$ cat src/rtl/rec_pkg.sv
// Shared encodings for the recorder mode controller and its SRAM access sequencer.
package rec_pkg;

    localparam int REC_ADDR_W = 18;
    localparam int REC_DATA_W = 16;

    typedef enum logic [1:0] {
        MODE_IDLE   = 2'b00,
        MODE_RECORD = 2'b01,
        MODE_PLAY   = 2'b10,
        MODE_PAUSE  = 2'b11
    } mode_t;

    typedef enum logic [1:0] {
        A_IDLE = 2'b00,
        A_WR   = 2'b01,
        A_RD   = 2'b10
    } acc_state_t;

    // Button command after priority resolution; held while the sequencer is busy.
    typedef enum logic [1:0] {
        CMD_NONE   = 2'b00,
        CMD_STOP   = 2'b01,
        CMD_RECORD = 2'b10,
        CMD_PLAY   = 2'b11
    } cmd_t;

endpackage

$ cat src/rtl/sram_access_seq.sv
// SRAM access sequencer: one pending slot per requester, fixed-length strobes,
// read capture and silence replies for reads made outside playback.
module sram_access_seq
    import rec_pkg::*;
#(
    parameter int ADDR_W   = REC_ADDR_W,
    parameter int DATA_W   = REC_DATA_W,
    parameter int WAIT_CYC = 2
) (
    input  logic              clk,
    input  logic              reset,
    input  logic              wr_allow,
    input  logic              rd_allow,
    input  logic              wr_req,
    input  logic [DATA_W-1:0] wr_data,
    input  logic              rd_req,
    input  logic [ADDR_W-1:0] ptr,
    input  logic [DATA_W-1:0] sram_rdata,
    output logic [DATA_W-1:0] rd_data,
    output logic              rd_valid,
    output logic [ADDR_W-1:0] sram_addr,
    output logic [DATA_W-1:0] sram_wdata,
    output logic              sram_en,
    output logic              sram_we,
    output logic              busy,
    output logic              done,
    output logic              done_wr,
    output logic              overrun
);

    localparam int CNT_W = (WAIT_CYC > 1) ? $clog2(WAIT_CYC) : 1;
    localparam logic [CNT_W-1:0] LAST_CNT = CNT_W'(WAIT_CYC - 1);

    acc_state_t        acc_q, acc_d;
    logic [CNT_W-1:0]  cnt_q;
    logic              wr_pend_q, rd_pend_q;
    logic [DATA_W-1:0] wdata_pend_q, wdata_q, rd_data_q;
    logic              rd_valid_q;

    logic wr_acc, rd_acc, rd_sil, wr_busy, rd_busy;
    logic wr_new, rd_new, wr_avail, rd_avail, start_wr, start_rd, last;

    assign wr_acc   = wr_req && wr_allow;
    assign rd_acc   = rd_req && rd_allow;
    assign rd_sil   = rd_req && !rd_allow;
    assign wr_busy  = wr_pend_q || (acc_q == A_WR);
    assign rd_busy  = rd_pend_q || (acc_q == A_RD);
    assign wr_new   = wr_acc && !wr_busy;
    assign rd_new   = rd_acc && !rd_busy;
    assign wr_avail = wr_pend_q || wr_new;
    assign rd_avail = rd_pend_q || rd_new;
    // Writes win when both slots are ready.
    assign start_wr = (acc_q == A_IDLE) && wr_avail;
    assign start_rd = (acc_q == A_IDLE) && !wr_avail && rd_avail;
    assign last     = (acc_q != A_IDLE) && (cnt_q == LAST_CNT);

    always_ff @(posedge clk) begin
        if (reset) acc_q <= A_IDLE;
        else       acc_q <= acc_d;
    end

    always_comb begin
        acc_d = acc_q;
        case (acc_q)
            A_IDLE: begin
                if (start_wr)      acc_d = A_WR;
                else if (start_rd) acc_d = A_RD;
            end
            A_WR, A_RD: if (last) acc_d = A_IDLE;
            default: acc_d = A_IDLE;
        endcase
    end

    always_comb begin
        sram_en    = (acc_q != A_IDLE);
        sram_we    = (acc_q == A_WR);
        done       = last;
        done_wr    = (acc_q == A_WR);
        overrun    = (wr_acc && wr_busy) || (rd_acc && rd_busy);
        busy       = (acc_q != A_IDLE) || wr_pend_q || rd_pend_q || wr_new || rd_new;
        sram_addr  = ptr;
        sram_wdata = wdata_q;
        rd_data    = rd_data_q;
        rd_valid   = rd_valid_q;
    end

    always_ff @(posedge clk) begin
        if (reset) begin
            cnt_q        <= '0;
            wr_pend_q    <= 1'b0;
            rd_pend_q    <= 1'b0;
            wdata_pend_q <= '0;
            wdata_q      <= '0;
            rd_data_q    <= '0;
            rd_valid_q   <= 1'b0;
        end else begin
            rd_valid_q <= 1'b0;
            if (rd_sil) begin
                rd_valid_q <= 1'b1;
                rd_data_q  <= '0;
            end
            if (acc_q == A_IDLE) cnt_q <= '0;
            else                 cnt_q <= cnt_q + CNT_W'(1);
            if (start_wr) begin
                wdata_q   <= wr_pend_q ? wdata_pend_q : wr_data;
                wr_pend_q <= 1'b0;
            end else if (wr_new) begin
                wr_pend_q    <= 1'b1;
                wdata_pend_q <= wr_data;
            end
            if (start_rd)    rd_pend_q <= 1'b0;
            else if (rd_new) rd_pend_q <= 1'b1;
            if (last && (acc_q == A_RD)) begin
                rd_valid_q <= 1'b1;
                rd_data_q  <= sram_rdata;
            end
        end
    end

endmodule

$ cat src/rtl/rec_ctrl.sv
// Recorder mode controller: button edge detection, record/play/pause FSM,
// SRAM address pointer and recording length.
module rec_ctrl
    import rec_pkg::*;
#(
    parameter int ADDR_W   = REC_ADDR_W,
    parameter int DATA_W   = REC_DATA_W,
    parameter int WAIT_CYC = 2
) (
    input  logic              clk,
    input  logic              reset,
    input  logic              play_btn,
    input  logic              record_btn,
    input  logic              stop_btn,
    input  logic              wr_req,
    input  logic [DATA_W-1:0] wr_data,
    input  logic              rd_req,
    output logic [DATA_W-1:0] rd_data,
    output logic              rd_valid,
    output logic [ADDR_W-1:0] sram_addr,
    output logic [DATA_W-1:0] sram_wdata,
    input  logic [DATA_W-1:0] sram_rdata,
    output logic              sram_en,
    output logic              sram_we,
    output logic [1:0]        state_o,
    output logic [ADDR_W-1:0] end_addr_o,
    output logic              full_o,
    output logic              overrun_o
);

    localparam logic [ADDR_W-1:0] LAST_ADDR = '1;

    mode_t             mode_q, mode_d;
    cmd_t              cmd_q, cmd_d, cmd_new, cmd_eff;
    logic              play_q, record_q, stop_q;
    logic [ADDR_W-1:0] ptr_q, end_q;
    logic              full_q, overrun_q;
    logic              ptr_clr, end_load, hit_full, clr_flags;
    logic              wr_allow, rd_allow;
    logic              seq_busy, seq_done, seq_done_wr, seq_overrun;

    sram_access_seq #(
        .ADDR_W  (ADDR_W),
        .DATA_W  (DATA_W),
        .WAIT_CYC(WAIT_CYC)
    ) u_seq (
        .clk       (clk),
        .reset     (reset),
        .wr_allow  (wr_allow),
        .rd_allow  (rd_allow),
        .wr_req    (wr_req),
        .wr_data   (wr_data),
        .rd_req    (rd_req),
        .ptr       (ptr_q),
        .sram_rdata(sram_rdata),
        .rd_data   (rd_data),
        .rd_valid  (rd_valid),
        .sram_addr (sram_addr),
        .sram_wdata(sram_wdata),
        .sram_en   (sram_en),
        .sram_we   (sram_we),
        .busy      (seq_busy),
        .done      (seq_done),
        .done_wr   (seq_done_wr),
        .overrun   (seq_overrun)
    );

    // A fresh edge overrides a command still waiting for the sequencer.
    always_comb begin
        if (stop_btn && !stop_q)            cmd_new = CMD_STOP;
        else if (record_btn && !record_q)   cmd_new = CMD_RECORD;
        else if (play_btn && !play_q)       cmd_new = CMD_PLAY;
        else                                cmd_new = CMD_NONE;
        cmd_eff = (cmd_new != CMD_NONE) ? cmd_new : cmd_q;
    end

    always_ff @(posedge clk) begin
        if (reset) begin
            mode_q <= MODE_IDLE;
            cmd_q  <= CMD_NONE;
        end else begin
            mode_q <= mode_d;
            cmd_q  <= cmd_d;
        end
    end

    always_comb begin
        mode_d    = mode_q;
        cmd_d     = CMD_NONE;
        ptr_clr   = 1'b0;
        end_load  = 1'b0;
        hit_full  = 1'b0;
        clr_flags = 1'b0;
        if (seq_busy) begin
            cmd_d = cmd_eff;
            if (seq_done && seq_done_wr && (mode_q == MODE_RECORD) && (ptr_q == LAST_ADDR)) begin
                mode_d   = MODE_IDLE;
                hit_full = 1'b1;
            end
            if (seq_done && !seq_done_wr && (mode_q == MODE_PLAY) &&
                (({1'b0, ptr_q} + (ADDR_W+1)'(1)) == {1'b0, end_q}))
                mode_d = MODE_IDLE;
        end else begin
            case (mode_q)
                MODE_IDLE: begin
                    if (cmd_eff == CMD_RECORD) begin
                        mode_d    = MODE_RECORD;
                        ptr_clr   = 1'b1;
                        clr_flags = 1'b1;
                    end else if ((cmd_eff == CMD_PLAY) && (end_q != '0)) begin
                        mode_d  = MODE_PLAY;
                        ptr_clr = 1'b1;
                    end
                end
                MODE_RECORD: begin
                    if ((cmd_eff == CMD_STOP) || (cmd_eff == CMD_RECORD)) begin
                        mode_d   = MODE_IDLE;
                        end_load = 1'b1;
                    end
                end
                MODE_PLAY: begin
                    if (cmd_eff == CMD_STOP)      mode_d = MODE_IDLE;
                    else if (cmd_eff == CMD_PLAY) mode_d = MODE_PAUSE;
                end
                MODE_PAUSE: begin
                    if (cmd_eff == CMD_STOP)      mode_d = MODE_IDLE;
                    else if (cmd_eff == CMD_PLAY) mode_d = MODE_PLAY;
                end
                default: mode_d = MODE_IDLE;
            endcase
        end
    end

    always_comb begin
        state_o    = mode_q;
        wr_allow   = (mode_q == MODE_RECORD);
        rd_allow   = (mode_q == MODE_PLAY);
        end_addr_o = end_q;
        full_o     = full_q;
        overrun_o  = overrun_q;
    end

    // The pointer saturates at the last address so a full memory never wraps.
    always_ff @(posedge clk) begin
        if (reset) begin
            play_q    <= 1'b0;
            record_q  <= 1'b0;
            stop_q    <= 1'b0;
            ptr_q     <= '0;
            end_q     <= '0;
            full_q    <= 1'b0;
            overrun_q <= 1'b0;
        end else begin
            play_q   <= play_btn;
            record_q <= record_btn;
            stop_q   <= stop_btn;
            if (ptr_clr)                              ptr_q <= '0;
            else if (seq_done && (ptr_q != LAST_ADDR)) ptr_q <= ptr_q + ADDR_W'(1);
            if (hit_full)      end_q <= LAST_ADDR;
            else if (end_load) end_q <= ptr_q;
            if (clr_flags) begin
                full_q    <= 1'b0;
                overrun_q <= 1'b0;
            end else begin
                if (hit_full)    full_q    <= 1'b1;
                if (seq_overrun) overrun_q <= 1'b1;
            end
        end
    end

endmodule

$ cat config.mk
export PLATFORM = sky130hd
export DESIGN_NAME = rec_ctrl
export DESIGN_NICKNAME = d
export VERILOG_FILES = /design/src/rtl/rec_pkg.sv /design/src/rtl/sram_access_seq.sv /design/src/rtl/rec_ctrl.sv
export SDC_FILE = /design/constraint.sdc
export NUM_CORES = 1
export LEC_CHECK = 0
export CORE_UTILIZATION = 55
export CTS_CLUSTER_SIZE = 40
export DETAILED_ROUTE_END_ITERATION = 7
export GPL_TIMING_DRIVEN = 0
export PLACE_DENSITY = 0.93
export RECOVER_POWER = 100
export SLEW_MARGIN = 30
export SYNTH_ARGS = -nofsm -noshare
export SYNTH_HDL_FRONTEND = slang
export SYNTH_HIERARCHICAL = 1
export SYNTH_SLANG_ARGS = --single-unit
export TNS_END_PERCENT = 1
$ cat constraint.sdc
create_clock -name clk -period 6.2 [get_ports clk]
set_input_delay 1.24 -clock clk [delete_from_list [all_inputs] [get_ports clk]]
set_output_delay 1.24 -clock clk [all_outputs]
set_load 0.01 [all_outputs]
; ---- Word-level counts from Yosys, hierarchy flattened
; Cells that the tools add are included.
[word_totals]
ff_bits = 99
in_bits = 39
word_cells = 136
[classes]
n_addsub = 3
eq_ne = 18
n_mux = 38
bitwise = 2
n_reduce_logical = 58
[op_table]
columns = operator, n
row1 = $mux 16, 3
row2 = $mux 18, 2
row3 = $mux 2, 17
row4 = $logic_and 1x1->1, 23
row5 = $add 18x1->19 const B, 1
row6 = $eq 19x18->1, 1
row7 = $add 18x1->18 const B, 1
row8 = $eq 18x18->1 const B, 1
row9 = $ne 18x18->1 const B, 1
row10 = $reduce_bool 18->1, 1
row11 = $mux 1, 14
row12 = $reduce_or 2->1, 7
row13 = $ne 4x4->1 const B, 3
row14 = $eq 2x2->1 const B, 5
row15 = $logic_or 1x1->1, 10
row16 = $logic_not 1->1, 8
row17 = $pmux 2 s4, 1
row18 = $reduce_bool 2->1, 4
row19 = $eq 2x1->1 const B, 3
row20 = $ne 3x1->1 const B, 2
row21 = $reduce_and 5->1, 1
row22 = $logic_not 2->1, 2
row23 = $pmux 2 s2, 1
row24 = $reduce_and 2->1, 2
row25 = other kinds (4), 5

; ---- Longest topological paths before layout
; Gate-level depths: netlist of the first run.
[logic_depth]
word_depth = 14
depth_mapped = 12
ltp_nobuf = 11

; ---- Modules after synthesis
; The synthesis of the first run kept the hierarchy.
[modules_own_cells]
columns = module, n_inst, cells_each, area_per_inst_um2, seq_area_each_um2
row1 = rec_ctrl, 1, 318, 2703.8, 900.9
row2 = sram_access_seq, 1, 281, 2487.4, 1081.0

; ---- Worst setup path before layout of the first run
; OpenSTA, ideal clock, no wires.
[synth_timing]
path_kind = input port to flip-flop
startpoint = in record_btn
endpoint = reg end_q[0], in the netlist end_addr_o[0]
setup_time_ns = 0.134
t_arrival_ns = 3.230
t_required_ns = 6.066
setup_slack_ns = 2.837
stages = 10
cell_sequence = inv_1 -> nor2_1 -> o31ai_1 -> inv_1 -> ha_1 -> nor3_1 -> buf_2 -> clkbuf_1 -> mux2i_1 -> a21oi_1
[synth_via]
elab_chain_len = 11
[synth_lines]
columns = item, line
row1 = "start, declared", rec_ctrl.sv:13  ; input logic record_btn,
row2 = $logic_and 1x1->1 (*), rec_ctrl.sv:71  ; else if (record_btn && !record_q) cmd_new = CMD_RECORD;
row3 = $mux 2 (*), rec_ctrl.sv:71
row4 = $mux 2 (*), rec_ctrl.sv:70  ; if (stop_btn && !stop_q) cmd_new = CMD_STOP;
row5 = $reduce_bool 2->1, rec_ctrl.sv:74  ; cmd_eff = (cmd_new != CMD_NONE) ? cmd_new : cmd_q;
row6 = $mux 2 (*), rec_ctrl.sv:74
row7 = named net cmd_eff[1], rec_ctrl.sv:34  ; cmd_t cmd_q, cmd_d, cmd_new, cmd_eff;
row8 = $eq 2x1->1 / $eq 2x2->1 (equally long branches), rec_ctrl.sv:116  ; if ((cmd_eff == CMD_STOP) || (cmd_eff == CMD_RECORD)) begin
row9 = $logic_or 1x1->1 (*), rec_ctrl.sv:116
row10 = $mux 1 (*), rec_ctrl.sv:116
row11 = $mux 1 (*), rec_ctrl.sv:104  ; case (mode_q)
row12 = $mux 1 (*), rec_ctrl.sv:94  ; if (seq_busy) begin
row13 = $reduce_bool 2->1 (no line) (*), n/a
row14 = "end signal, assigned", rec_ctrl.sv:160  ; else if (end_load) end_q <= ptr_q;
row15 = "end, declared", rec_ctrl.sv:36  ; logic [ADDR_W-1:0] ptr_q, end_q;
; The timed path passes the listed nets; every way through them passes the cells marked *.
; A chain may end at the register's enable or synchronous reset.

; ---- Final worst setup path of the first run
[layout_timing]
startpoint = in record_btn
endpoint = reg end_q[1], in the netlist end_addr_o[1]
; The elaborated chain is that of the path after synthesis.

==> metrics.yaml, run 1 <==
status:
  status: "finished clean"
floorplanning:
  dieArea_sq_um: 9830
  io_pins: 114
  rows: 35
  fp.coreArea_sq_um: 9200
  fp.dieW_um: 99.2
  start_util: 0.564
  die_y_um: 99.2
grt:
  grt_max_degree: 19
  grt_usage: 0.284
  grt_pass1_vias: 4893
  grt_antenna_before_repair: 0
  grt_pass1_wl_um: 22500
  grt_overflow: 0
cts:
  ctsResizeCount: 0
  htreeDepth: 3
  clk_transition_reported_paths_ns: 0.10
  clock-root-buffer: "clkbuf_8"
  hold_buffers: 0
  postCtsSetupBuffers: 0
  cts_tree: "done"
  clk_latency_ns: 0.37
  numCtsBuffers: 9
  cts.sinks: 99
  cts_buffer_depth: 2
sta:
  setup_viol: 0
  period_share: 0.673
  relSlewSlack: 0.391
  clock.fmax_mhz: 240
  worst_pin_slew_ns: 0.902
  finClkSkew_ns: 0.0112
  maxSlewViolCount: 0
  rsz0062_at_grt: "false"
  tns_ns: 0
  finalHoldViolCount: 0
  period_minus_slack_ns: 4.17
critical_path:
  critical_path_buf_inv_count: 5
  crit_type: "in -> reg"
  r2r_end: "state_o[0]$_SDFFE_PP0P_"
  required_ns: 6.44
  cp.arrival_ns: 4.42
  cp-start-kind: "input port"
  end_kind: "flop"
  reg2reg_slack_ns: 2.72
  crit_chain: "dlygate4sd3_1 -> inv_1 -> nor2_1 -> o31ai_1 -> inv_1 -> ha_1 -> nor3_1 -> clkbuf_1 -> clkbuf_1 -> mux2i_1 -> a21oi_1"
  max_stage_delay_ns: 0.61
  path_max_fanout: 10
  ff2ff_path_depth: 11
  crit_family: "buffers and inverters"
  regToRegStartpoint: "state_o[0]$_SDFFE_PP0P_"
  critPathSlowestCell: "clkbuf_1"
synthesis:
  ys_seq_area_frac: 0.382
  postSynthNetCount: 645
  synth_ff_type: "dfxtp_1"
  ys_warn_count: 6
  synthArstFlopShare: 0
  synth_cell_types: 65
  synth_area_sq_um: 5190
  syn_inst: 599
  synth_edf_count: 0
  avgSynthCellArea_sq_um: 8.67
  synth-seq-cells: 99
place:
  place.gp.congestion: 0.900
  io_buffers: 113
  dpl.hpwl_um: 10200
layout:
  layout.cells.most_common: "dfxtp_1"
  final_nets: 769
  drive_gt1_frac: 0.103
  final_cell_mix: "99 x dfxtp_1, 76 x dlygate4sd3_1, 56 x a21oi_1"
  nFillCells: 733
  area_delta_synth_final_pct: 27.5
  diodes: 0
routing:
  drc: 0
  drt.antenna.violating_nets: 0
  vias_per_cell: 5.92
  wl_per_cell_um: 16.5
  totalWireLength_um: 13800
  route.vias.total: 4967
  first_iter_violations: 279
  dr.pass1.iters: 5
min_path:
  worstHoldPathCells: 2
  hold_class: "reg -> reg"
  hold_start: "u_seq/rd_data[12]$_SDFFE_PP0P_"
  min_to: "u_seq/rd_data[12]$_SDFFE_PP0P_"
pwr:
  finalPower_mw: 1.15
  ir_drop_mv: 0.157
  power_leakage_nw: 2.57
  power_density_nw_per_um2: 173
job:
  drv_cap: 0
[worst reg2reg max path, stage by stage (launching register included)]
cell and delay, ns:
dfxtp_1 0.35, clkbuf_1 0.20, nor2b_1 0.25, nand2_1 0.10
o2111ai_1 0.60, and3b_1 0.29, o2111ai_1 0.11, a2111oi_0 0.45
o211ai_1 0.20, nor4_1 0.56, or3_1 0.20, a21oi_2 0.05
[per-layer routing]
metal  routed length, um  global-route usage
met5                   0                   0
met4                 467               0.154
met3                 836              0.0541
met2                6900               0.503
met1                5610               0.324
[how the worst max path moves through the flow]
stage / start / end / slack, ns / cells after the start
after global routing: rd_req / state_o[0]$_SDFFE_PP0P_ / 1.78 / 10
after global placement: rd_req / state_o[0]$_SDFFE_PP0P_ / 2.09 / 10
after detailed placement: record_btn / end_addr_o[1]$_SDFFE_PP0P_ / 2.04 / 11
after CTS: play_btn / end_addr_o[1]$_SDFFE_PP0P_ / 2.43 / 10
final: record_btn / end_addr_o[1]$_SDFFE_PP0P_ / 2.03 / 11
after floorplan: record_btn / end_addr_o[0]$_SDFFE_PP0P_ / 2.84 / 10
[cells in the mapped netlist, types with 7 or more instances]
cell type / instances / share of area
a211oi_1: 11 / 0.016
a211oi_2: 10 / 0.024
a21oi_1: 56 / 0.054
buf_2: 11 / 0.011
buf_4: 26 / 0.038
clkbuf_1: 22 / 0.016
dfxtp_1: 99 / 0.38
ha_1: 7 / 0.017
inv_1: 15 / 0.011
mux2i_1: 35 / 0.067
nand2_1: 37 / 0.027
nand3_1: 41 / 0.040
nor2_1: 35 / 0.025
nor2b_1: 11 / 0.013
nor3_1: 27 / 0.026
nor4_1: 8 / 0.0096
o21ai_0: 21 / 0.020
xnor2_1: 15 / 0.025
xor2_1: 18 / 0.030
[power breakdown]
part	internal, mW	switching (mW)	total [mW]
combinational	0.0439	0.0494	0.0933
sequential	0.640	0.00235	0.643
clock	0.166	0.246	0.412
[final cells by class]
type / instances / area (sq um) / share of cell area
plain buffers: 66 / 372 / 0.0561
clock buffers: 10 / 138 / 0.0208
clock inverters: 6 / 53.8 / 0.00813
inverters: 16 / 60.1 / 0.00907
multi-input cells: 418 / 2750 / 0.415
flip-flops and latches: 99 / 1980 / 0.299
well taps: 111 / 139 / 0.0210
repair buffers: 113 / 1130 / 0.171
[registers in the layout, summed over array words and instances (netlist names), 2 cells and up]
signal and flops:
u_seq/rd_data 16, u_seq/wdata_pend_q 16, u_seq/sram_wdata 16, cmd_q 2, end_addr_o 18, u_seq/acc_q 2, state_o 2, ptr_q 18
[kinds of logic (layout without fill, tap and decap cells)]
| kind of cell | Yosys count | count (layout) | synth area share |
|---|---|---|---|
| AND/OR/NAND/NOR | 209 | 209 | 0.221 |
| AO/OA/AOI/OAI | 134 | 134 | 0.172 |
| flip-flops | 99 | 99 | 0.382 |
| buffers and inverters | 82 | 211 | 0.0853 |
| multiplexers | 35 | 35 | 0.0675 |
| XOR/XNOR | 33 | 33 | 0.0557 |
| adder cells (fa/ha/maj) | 7 | 7 | 0.0169 |
[stage by stage]
step	std cells	util	hold WS [ns]	cell area, sq um	worst slack (ns)
global route	839	0.720	0.490	6620	1.78
detailed placement	823	0.703	0.461	6460	2.04
finish	839	0.720	0.468	6620	2.03
floorplan	599	-	0.436	5190	2.84
CTS	839	0.723	0.476	6650	2.43
global placement	823	0.703	0.447	6460	2.09
Power figures use the tool's default switching activity.
==> inputs of run 2 (changes only) <==
--- a/config.mk
+++ b/config.mk
@@ -5,11 +5,11 @@
 export SDC_FILE = /design/constraint.sdc
 export NUM_CORES = 1
 export LEC_CHECK = 0
-export CORE_UTILIZATION = 55
+export CORE_UTILIZATION = 51
 export CTS_CLUSTER_SIZE = 40
 export DETAILED_ROUTE_END_ITERATION = 7
 export GPL_TIMING_DRIVEN = 0
-export PLACE_DENSITY = 0.93
+export PLACE_DENSITY = 0.87
 export RECOVER_POWER = 100
 export SLEW_MARGIN = 30
 export SYNTH_ARGS = -nofsm -noshare
==> constraint.sdc (replaced) <==
create_clock -name clk -period 4.11 [get_ports clk]
set_input_delay 0.822 -clock clk [delete_from_list [all_inputs] [get_ports clk]]
set_output_delay 0.822 -clock clk [all_outputs]
set_load 0.01 [all_outputs]
==> run 2 against run 1 <==
Effect of this change:
- final area barely moved
- routed wire length fell by 2.3%
- non-clock buffer count did not move
- largest cell class unchanged
- via count fell by 2.9%
- register-to-register slack got worse by 2.0 ns
- sequential power rose by 51%
- power rose by 52%
==> metrics.yaml, run 2 (synthesis results as in run 1) <==
status:
  status: "finished clean"  # unchanged
pwr:
  power_leakage_nw: 2.56  # was 2.57 nW
  power_density_nw_per_um2: 264  # was 173 nW/um^2
  ir_drop_mv: 0.201  # was 0.157 mV
critical_path:
  reg2reg_slack_ns: 0.72  # was 2.72 ns
  critPathSlowestCell: "o2111ai_1"  # was clkbuf_1
  path_max_fanout: 9  # was 10
  cp.arrival_ns: 3.86  # was 4.42 ns
  max_stage_delay_ns: 0.62  # was 0.61 ns
  crit_family: "compound AO/OA/AOI/OAI gates"  # was buffers and inverters
  critical_path_buf_inv_count: 1  # was 5
  crit_type: "in -> reg"  # unchanged
  cp-start-kind: "input port"  # unchanged
  required_ns: 4.37  # was 6.44 ns
  end_kind: "flop"  # unchanged
  crit_chain: "dlygate4sd3_1 -> nand2_1 -> o2111ai_1 -> and3b_1 -> o2111ai_1 -> a2111oi_0 -> o211ai_1 -> nor4_4 -> or3_1 -> a21oi_2"  # was dlygate4sd3_1 -> inv_1 -> nor2_1 -> o31ai_1 -> inv_1 -> ha_1 -> nor3_1 -> clkbuf_1 -> clkbuf_1 -> mux2i_1 -> a21oi_1
  crit_top_cell: "o2111ai_1"
cts:
  cts_tree: "done"  # unchanged
  ctsResizeCount: 0  # unchanged
  postCtsSetupBuffers: 0  # unchanged
  htreeDepth: 3  # unchanged
  cts.sinks: 99  # unchanged
  clock-root-buffer: "clkbuf_8"  # unchanged
  clk_latency_ns: 0.38  # was 0.37 ns
  clk_transition_reported_paths_ns: 0.09  # was 0.10 ns
  cts_buffer_depth: 2  # unchanged
  numCtsBuffers: 9  # unchanged
  hold_buffers: 0  # unchanged
place:
  place.gp.congestion: 0.929  # was 0.900
  dpl.hpwl_um: 10300  # was 10200 um
  place_area_sq_um: 6490  # was 6460 sq um
  io_buffers: 113  # unchanged
layout:
  utilization: 0.675  # was 0.720
  layout.cells.most_common: "dfxtp_1"  # unchanged
  final_area_sq_um: 6620  # about the same
  final_nets: 769  # unchanged
  diodes: 0  # unchanged
  drive_gt1_frac: 0.0920  # was 0.103
  area_delta_synth_final_pct: 27.6  # was 27.5%
  final_cell_mix: "99 x dfxtp_1, 75 x dlygate4sd3_1, 56 x a21oi_1"  # was 99 x dfxtp_1, 76 x dlygate4sd3_1, 56 x a21oi_1
sta:
  period_minus_slack_ns: 3.61
  setup_viol: 0  # unchanged
  relSlewSlack: 0.426  # was 0.391
  clock.fmax_mhz: 277
  period_share: 0.877
  maxSlewViolCount: 0  # unchanged
  finClkSkew_ns: 0.00890  # was 0.0112 ns
  finalHoldViolCount: 0  # unchanged
  rsz0062_at_grt: "false"  # unchanged
  worst_pin_slew_ns: 0.850  # was 0.902 ns
  whs_ns: 0.469  # was 0.468 ns
  tns_ns: 0  # unchanged
routing:
  vias_per_cell: 5.60  # was 5.92
  route.vias.total: 4821  # was 4967
  drt.antenna.violating_nets: 0  # unchanged
  wl_per_cell_um: 15.7  # was 16.5 um
  dr.pass1.iters: 7  # was 5
  totalWireLength_um: 13500  # was 13800 um
  drc: 0  # unchanged
  first_iter_violations: 205  # was 279
floorplanning:
  die_y_um: 103  # was 99.2 um
  rows: 36  # was 35
  io_pins: 114  # unchanged
  dieArea_sq_um: 10600  # was 9830 sq um
  start_util: 0.529  # was 0.564
  fp.dieW_um: 103  # was 99.2 um
  fp.coreArea_sq_um: 9820  # was 9200 sq um
grt:
  grt_pass1_wl_um: 21400  # was 22500 um
  grt_antenna_before_repair: 0  # unchanged
  grt_max_degree: 17  # was 19
  grt_pass1_vias: 4559  # was 4893
  grt_usage: 0.261  # was 0.284
  grt_overflow: 0  # unchanged
job:
  drv_cap: 0  # unchanged
min_path:
  hold_class: "reg -> reg"  # unchanged
==> run 2: metrics by stage <==
step                      std cells  total power [mW]  setup WS [ns]
after floorplan                 599              1.06           1.16
after global placement          845              1.13          0.416
after detailed placement        845              1.14          0.352
after CTS                       861              1.77          0.742
after global routing            861              1.81          0.279
final                           861              1.75          0.504
==> run 2: path summary, 6_finish.rpt <==
check / startpoint / endpoint / depth (start not counted)
max: rd_req / state_o[0]$_SDFFE_PP0P_ / 10
min: u_seq/rd_data[10]$_SDFFE_PP0P_ / u_seq/rd_data[10]$_SDFFE_PP0P_ / 2
max reg2reg: state_o[0]$_SDFFE_PP0P_ / state_o[0]$_SDFFE_PP0P_ / 11
min reg2reg: u_seq/rd_data[10]$_SDFFE_PP0P_ / u_seq/rd_data[10]$_SDFFE_PP0P_ / 2
==> run 2: area by class of cell <==
type	count	area, sq um
Timing Repair Buffer	113	1130
Tap cell	133	166
Sequential cell	99	1980
Clock inverter	6	65.1
Clock buffer	10	138
Multi-Input combinational cell	418	2730
Buffer	66	357
Inverter	16	60.1
Fill cell	853	3200
==> run 2: where the power goes <==
group / switching, mW / internal [mW]
combinational: 0.0729 / 0.0650
sequential: 0.00369 / 0.966
clock: 0.345 / 0.298
==> run 2: metal layers <==
| metal | global-route usage | wire length [um] |
|---|---|---|
| met5 | 0 | 0 |
| met4 | 0.0791 | 207 |
| met3 | 0.0671 | 964 |
| met2 | 0.471 | 6720 |
| met1 | 0.303 | 5610 |
==> run 2: tightest hold or removal path, delay by kind of cell, from the launching register on <==
kind	cells	cell delay, ns
DFF	1	0.32
and+or+nand+nor	1	0.06
AOI/OAI and AO/OA	1	0.06
